File: src/rtl/svm_entry_sequencer.sv
// Front end for the SVM classifier: splits each entry into valence/arousal fin beats and
// returns tagged, latency-stamped labels. Define SVM_SEQ_LATENCY_EN to build the latency counter.
module svm_entry_sequencer #(
   parameter int NBITS     = 16,
   parameter int F_WIDTH   = 20,
   parameter int TAG_WIDTH = 8,
   parameter int LAT_WIDTH = 16,
   parameter int DEPTH     = 4
) (
   input  logic                       clk,
   input  logic                       rst,
   input  logic [NBITS*F_WIDTH-1:0]   ein_v_features,
   input  logic [NBITS*F_WIDTH-1:0]   ein_a_features,
   input  logic                       ein_valid,
   output logic                       ein_ready,
   output logic [NBITS*F_WIDTH-1:0]   in_features,
   output logic                       fin_valid,
   input  logic                       fin_ready,
   input  logic                       valence,
   input  logic                       arousal,
   input  logic                       dout_valid,
   output logic                       dout_ready,
   output logic                       res_valence,
   output logic                       res_arousal,
   output logic [TAG_WIDTH-1:0]       res_tag,
   output logic [LAT_WIDTH-1:0]       res_latency,
   output logic                       res_valid,
   input  logic                       res_ready,
   output logic                       err_orphan
);
   localparam int VW = NBITS*F_WIDTH;
   localparam int AW = $clog2(DEPTH);
   localparam int CW = AW + 1;
   localparam logic [CW-1:0] DEPTH_C = CW'(DEPTH);

   typedef enum logic [1:0] {IDLE, SEND_V, SEND_A} state_t;
   state_t state, state_nx;

   logic [VW-1:0]        a_vec;
   logic [TAG_WIDTH-1:0] tag_ctr, cur_tag;
   logic [TAG_WIDTH-1:0] tag_mem [DEPTH];
   logic [AW-1:0]        wr_ptr, rd_ptr;
   logic [CW-1:0]        count;
   logic [LAT_WIDTH-1:0] lat_nx;
   logic                 ein_fire, v_fire, a_fire, pop;

   always_ff @(posedge clk) begin
      if (!rst) state <= IDLE;
      else      state <= state_nx;
   end

   always_comb begin
      state_nx  = state;
      ein_ready = 1'b0;
      fin_valid = 1'b0;
      case (state)
         IDLE: begin
            ein_ready = (count < DEPTH_C);
            if (ein_valid && ein_ready) state_nx = SEND_V;
         end
         SEND_V: begin
            fin_valid = 1'b1;
            if (fin_ready) state_nx = SEND_A;
         end
         SEND_A: begin
            fin_valid = 1'b1;
            if (fin_ready) state_nx = IDLE;
         end
         default: state_nx = IDLE;
      endcase
   end

   assign ein_fire   = ein_valid && ein_ready;
   assign v_fire     = (state == SEND_V) && fin_ready;
   assign a_fire     = (state == SEND_A) && fin_ready;
   // Only accept a new label when the output register is free or draining this cycle.
   assign dout_ready = (count != '0) && (!res_valid || res_ready);
   assign pop        = dout_valid && dout_ready;

`ifdef SVM_SEQ_LATENCY_EN
   logic [LAT_WIDTH-1:0] cyc, t_start;
   logic [LAT_WIDTH-1:0] ts_mem [DEPTH];

   always_ff @(posedge clk) begin
      if (!rst) begin
         cyc     <= '0;
         t_start <= '0;
      end else begin
         cyc <= cyc + LAT_WIDTH'(1);
         if (v_fire) t_start <= cyc;
      end
   end

   always_ff @(posedge clk) begin
      if (a_fire) ts_mem[wr_ptr] <= t_start;
   end

   assign lat_nx = cyc - ts_mem[rd_ptr];
`else
   assign lat_nx = '0;
`endif

   always_ff @(posedge clk) begin
      if (a_fire) tag_mem[wr_ptr] <= cur_tag;
   end

   always_ff @(posedge clk) begin
      if (!rst) begin
         tag_ctr     <= '0;
         cur_tag     <= '0;
         in_features <= '0;
         a_vec       <= '0;
         wr_ptr      <= '0;
         rd_ptr      <= '0;
         count       <= '0;
         res_valid   <= 1'b0;
         res_valence <= 1'b0;
         res_arousal <= 1'b0;
         res_tag     <= '0;
         res_latency <= '0;
         err_orphan  <= 1'b0;
      end else begin
         // The valence vector goes straight to the output; arousal waits for its beat.
         if (ein_fire) begin
            in_features <= ein_v_features;
            a_vec       <= ein_a_features;
            cur_tag     <= tag_ctr;
            tag_ctr     <= tag_ctr + TAG_WIDTH'(1);
         end
         if (v_fire) in_features <= a_vec;
         if (a_fire) wr_ptr <= wr_ptr + AW'(1);
         if (pop)    rd_ptr <= rd_ptr + AW'(1);
         case ({a_fire, pop})
            2'b10:   count <= count + CW'(1);
            2'b01:   count <= count - CW'(1);
            default: count <= count;
         endcase
         if (pop) begin
            res_valid   <= 1'b1;
            res_valence <= valence;
            res_arousal <= arousal;
            res_tag     <= tag_mem[rd_ptr];
            res_latency <= lat_nx;
         end else if (res_ready) begin
            res_valid <= 1'b0;
         end
         if (dout_valid && (count == '0)) err_orphan <= 1'b1;
      end
   end
endmodule
File: config.mk
export PLATFORM = sky130hd
export DESIGN_NAME = svm_entry_sequencer
export DESIGN_NICKNAME = d
export VERILOG_FILES = /design/src/rtl/svm_entry_sequencer.sv
export SDC_FILE = /design/constraint.sdc
export NUM_CORES = 2
export LEC_CHECK = 0
export ABC_AREA = 1
export ABC_CLOCK_PERIOD_IN_PS = 4100
export CORE_AREA = 5 5 382 384
export CTS_CLUSTER_SIZE = 28
export DETAILED_ROUTE_END_ITERATION = 6
export DIE_AREA = 0 0 387 389
export SYNTH_ARGS = -nofsm -noshare
export SYNTH_HDL_FRONTEND = slang
export SYNTH_SLANG_ARGS = --single-unit
export TNS_END_PERCENT = 10
File: constraint.sdc
create_clock -name clk -period 4.1 [get_ports clk]
set_input_delay 0.41 -clock clk [delete_from_list [all_inputs] [get_ports clk]]
set_output_delay 0.41 -clock clk [all_outputs]
set_load 0.01 [all_outputs]
==> Yosys cells after proc, flatten, opt, wreduce, memory -nomap -nowiden <==
Memories as Yosys holds them, arrays and structs flattened. A register that Yosys moved wholly into a read port is not among the register bits.
Index checks and enable logic that the tools add are counted.
{ "word_totals": {"regBits": 669, "romBits": 0, "in_bits": 648, "memories": 1, "latch_bits": 0, "mem_bits_rw": 32, "output_inout_bits": 351, "word_cells": 57} }
{ "op_classes": {"mul": 0, "n_shift": 0, "n_lt_le_gt_ge": 1, "div_mod_pow": 0, "n_addsub": 5, "eq_ne": 7, "bitwise_logic": 0, "muxes": 13, "n_reduce_logical": 18} }
{ "memory_table": {"columns": ["memory", "depth", "width", "rd", "rd_clocked_by_memory_dff", "wr", "line", "source"], "rows": [
  ["tag_mem", 4, 8, 1, 1, 1, "41", "logic [TAG_WIDTH-1:0] tag_mem [DEPTH];"]
]} }
{ "ops": {"columns": ["op", "n"], "rows": [
  ["two-way mux 320 bit", 2],
  ["adder 8 x 1 -> 8 bit (second input constant)", 1],
  ["logical AND 1 bit", 7],
  ["two-way mux 1 bit", 6],
  ["two-way mux 2 bit", 3],
  ["inequality test 2 bit (second input constant)", 3],
  ["one-hot mux 2 bit (3 select lines)", 1],
  ["one-hot mux 3 bit (2 select lines)", 1],
  ["nonzero test 2 bit", 3],
  ["adder 2 x 1 -> 2 bit (second input constant)", 2],
  ["equality test 2 x 1 -> 1 bit (second input constant)", 2],
  ["equality test 2 bit (second input constant)", 2],
  ["adder 3 x 1 -> 3 bit (second input constant)", 1],
  ["logical NOT 3 bit", 1],
  ["< comparator 3 bit (second input constant)", 1],
  ["AND reduction 3 bit", 1],
  ["nonzero test 3 bit", 1],
  ["subtractor 3 x 1 -> 3 bit (second input constant)", 1],
  ["logical NOT 1 bit", 2],
  ["logical NOT 2 bit", 1],
  ["OR reduction 2 bit", 1],
  ["logical OR 1 bit", 1]
]} }

==> Logic depth before layout (Yosys ltp) <==
{ "depth": {"word_depth": 6, "mapped_depth": 12} }

==> Worst setup path before layout <==
OpenSTA, ideal clock, no wires.
{ "synth_path": {"path_type": "reg2reg", "from": "reg state[0]", "to": "reg count[2]", "stages_incl_launch_ff": 11, "arrival_time_ns": 1.737, "slack_ns": 2.243, "setup_time_ns": 0.119, "path_buffers": 0, "cell_sequence": "dfxtp_1 > inv_1 > ha_1 > nand2_1 > ha_1 > inv_1 > fa_1 > nand2_1 > nand3_1 > o21ai_0 > a21oi_1"} }
{ "synth_between": {"elab_chain_len": 4} }
{ "synth_lines": {"columns": ["item", "line", "source"], "rows": [
  ["from (decl)", "37", "state_t state, state_nx;"],
  ["from (signal assigned)", "49", "else state <= state_nx;"],
  ["equality test 2 bit (*)", "75", "assign a_fire = (state == SEND_A) && fin_ready;"],
  ["logical AND 1 bit (*)", "75", null],
  ["equality test 2 x 1 -> 1 bit or equality test 2 bit (tied branches)", "133", "case ({a_fire, pop})"],
  ["one-hot mux 3 bit (2 select lines) or nonzero test 2 bit (tied branches)", null, null],
  ["to (signal assigned)", "134", "2'b10: count <= count + CW'(1);"],
  ["to (signal assigned)", "135", "2'b01: count <= count - CW'(1);"],
  ["to (signal assigned)", "136", "default: count <= count;"],
  ["to (decl)", "43", "logic [CW-1:0] count;"]
]} }
Mark *: on every way between the ends. The rest lies on a longest branch, timed or not.
A chain may end at the register's enable or synchronous reset.

==> Worst setup path after layout <==
{ "layout_path": {"from": "reg state[0]", "to": "out ein_ready"} }
{ "layout_between": {"elab_chain_len": 2} }
{ "layout_lines": {"columns": ["item", "line", "source"], "rows": [
  ["logical NOT 2 bit", "56", "case (state)"],
  ["two-way mux 1 bit", "56", null],
  ["to (decl)", "15", "output logic ein_ready,"]
]} }
Every way passes these cells.

==> reports/qor.csv <==
stage,metric,value,unit
run_status,status,finished clean,
sta,final hold vios,0,
finish,layout cell share with drive strength beyond 1,4.27,%
sta,Worst-Margin Slew,0.957,ns
sta,slew margin rel.,35.5,%
floorplan,full die area,151000,µm²
clock_network,hold buffers post-CTS,0,
drt,Antenna Nets Post-Route,0,
yosys,Post-Synthesis Cell Area,28400,µm²
global_routing,initial antenna violation count,20,
drt,Initial DRC Count,1642,
clock_network,Clock Pin Slew Worst Setup and Hold Paths,0.06,ns
clock_network,CTS tree,built,
yosys,mux contribution to synthesized area,0,%
finish,"Cell Count, Final, Fillers Out",6641,
global_routing,number of global-route vias before repair,27500,
global_routing,pin count of the biggest net entering global routing,180,
global_routing,first-pass GRT wire length,173000,µm
global_routing,GR Overflow Total,0,
yosys,largest family of logic cells by synthesized area,compound AO/OA/AOI/OAI gates,
worst_setup_path,Worst path slowest cell,clkdlybuf4s50_1,
floorplan,Die W,387,µm
clock_network,TritonCTS buffer count,84,
sta,RSZ-0062 raised after global routing,false,
drt,Routed WL per cell,17.7,µm
sta,fin crit period,2.85,ns
global_routing,GRT Total Usage,14.8,%
sta,setup violators final,0,
clock_network,CTS root buffer,clkbuf_16,
finish,fin nets,5317,
power_and_ir_drop,Sw Ratio,38.1,%
sta,Fmax,351,MHz
floorplan,Die Ht,389,µm
worst_setup_path,r2r setup slk,1.54,ns
yosys,Syn. warnings,0,
power_and_ir_drop,Peak supply drop,0.000653,V
clock_network,CTS sink cnt,709,
sta,max-slew violations,0,
run,max-cap violations,0,
yosys,top post-synthesis cells by area,"dfxtp_1, o21ai_0, nor2_1",
yosys,Post-synth EDFFs,32,
power_and_ir_drop,Sw Pwr,11.9,mW
yosys,post-synth top area share,47.6,%
worst_setup_path,CP arrival,2.44,ns
power_and_ir_drop,Comb pwr share,39.7,%
yosys,Synth Area in XOR/XNOR,0.0308,%
sta,Fin Hold WS,0.225,ns
power_and_ir_drop,Clk pwr share,26.6,%
finish,final core occ,30.1,%
power_and_ir_drop,LEAKAGE,17.0,nW
drt,Via Count,28000,
clock_network,later-pin clock latency in the skew report,0.68,ns
drt,Via density,4.22,
sta,setup TNS,0,ns
worst_setup_path,Crit Path Max Fanout,4,
worst_hold_path,Hold Path Class,input pin to flop,
floorplan,initial core utilization,20.0,%
place,# port buffers,982,
place,HPWL Detailed,85100,µm
drt,drt first pass iters,7,
worst_setup_path,CP most frequent cell,inv_1,
finish,Area Growth Syn to Fin,50.8,%
sta,final period utilization,69.5,%
worst_setup_path,max incr delay on CP,0.81,ns
yosys,Synth Flop Type,dfxtp_1,
yosys,asr flop ratio synth,0,%
yosys,Adder-Cell Fraction of Synth Area,0.554,%
place,Final GP Congestion,0.859,
worst_setup_path,Startpoint Class,flop,
floorplan,std cell rows,139,
yosys,#FFs+latches synth,709,
floorplan,Placeable Area,142000,µm²
yosys,Post-Synth Simple-Gate Area,14.7,%
clock_network,Resized cells post-CTS,0,
worst_setup_path,Crit Path Class,flop to output port,
floorplan,IO Count,999,
power_and_ir_drop,Seq pwr share,33.7,%
yosys,cell count after synthesis,3830,
yosys,compound-gate portion of the synthesized area,23.5,%
place,placed cells,6474,
power_and_ir_drop,PwrDens,726,nW/µm²
sta,clock skew,0.0277,ns
worst_setup_path,CP endpoint kind,output port,
worst_setup_path,"Cell Chain, Critical Path",inv_1 -> ha_1 -> inv_1 -> nor2_1 -> clkdlybuf4s50_1,
yosys,cell taking the most area after synthesis,dfxtp_1,
yosys,"Seq/Total Area, Yosys",51.0,%
yosys,"count leader, synth",nor2_1,
clock_network,Clock Tree Buf Depth,3,
clock_network,post-CTS setup buffers,0,
yosys,Synth top cells by count,"nor2_1, dfxtp_1, o21ai_0, nand2_1",
worst_setup_path,critical path required time,3.69,ns
power_and_ir_drop,Internal Power,19.3,mW
drt,DRC,0,
yosys,post-synth cell types,24,
drt,WL final,118000,µm
clock_network,Clock H-tree levels,3,
yosys,Synth Area per Inst,7.43,µm²
-- state kept, by name, summed over array words and instances (netlist names), 2 cells and up --
signal	flops
res_tag	8
rd_ptr	2
tag_mem	32
a_vec	320
tag_ctr	8
state	2
wr_ptr	2
in_features	320
cur_tag	8
count	3
-- kinds of logic (layout without fill, tap and decap cells) --
logic type	count (synthesis)	after routing
compound gates	1334	1334
xor+xnor	1	1
fa+ha+maj	12	12
buf+inv	671	1552
flops	709	709
other cells	1	28
simple gates	1102	1102
-- worst paths after layout --
kind | cells past startpoint | startpoint | to
max | 5 | state[0] | ein_ready
min | 3 | rst | in_features[169]
max reg2reg | 9 | state[1] | in_features[46]
min reg2reg | 2 | a_vec[146] | a_vec[146]
-- cell usage in the layout, fill, tap and decap left out, types with 2 or more instances in the layout --
cell / Yosys / routed
clkbuf_16: 0 / 84
clkbuf_8: 0 / 18
inv_1: 357 / 357
nor2_1: 702 / 702
clkinv_16: 0 / 5
clkinv_2: 0 / 9
clkinvlp_4: 0 / 4
dfxtp_1: 677 / 677
nand4_1: 3 / 3
conb_1: 1 / 16
clkdlybuf4s50_1: 0 / 981
inv_16: 0 / 2
buf_12: 0 / 14
buf_4: 38 / 41
o21ai_1: 357 / 357
a21oi_1: 346 / 346
nand2_1: 386 / 385
diode_2: 0 / 12
nand3_1: 7 / 7
bufinv_16: 0 / 13
clkinv_4: 0 / 3
edfxtp_1: 32 / 32
clkbuf_1: 102 / 15
ha_1: 11 / 11
o21ai_0: 630 / 630
inv_2: 3 / 2
-- metal layers --
metal	vias up	GRT usage, %	wire length [µm]
li1	14000	-	-
met1	12900	17.9	49000
met2	891	24.3	54600
met3	181	4.47	9160
met4	6	6.82	4980
met5	-	0	39
-- layout make-up --
type,count,area (µm²)
Clock buffer,117,2410
Sequential cell,709,14500
Tap cell,1903,2380
Multi-Input combinational cell,2465,11100
Clock inverter,38,694
Antenna cell,12,30.0
Timing Repair Buffer,1037,10400
Inverter,360,1360
Fill cell,15200,99500
-- stage by stage --
stage	power (mW)	worst slack [ns]	area, µm²
floorplan	17.0	2.24	28500
global placement	23.0	1.31	39800
detailed placement	23.1	1.23	39800
CTS	31.6	1.03	42900
global route	33.3	0.977	42900
finish	31.2	1.25	42900
-- worst max-delay path, delay by kind of cell, from the launching register on --
| kind | cells | cell delay [ns] |
|---|---|---|
| flops | 1 | 0.33 |
| fa+ha+maj | 1 | 0.31 |
| buf+inv | 3 | 0.99 |
| simple gates | 1 | 0.10 |
-- power by group through the flow --
| stage | clock (mW) | sequential, mW | combinational [mW] |
|---|---|---|---|
| floorplan | 0 | 11.0 | 5.98 |
| global route | 8.83 | 10.8 | 13.7 |
| global placement | 0 | 10.6 | 12.4 |
| CTS | 8.56 | 10.5 | 12.6 |
| detailed placement | 0 | 10.6 | 12.5 |
| finish | 8.29 | 10.5 | 12.4 |
Note: power is estimated with default switching activity, not from simulation.
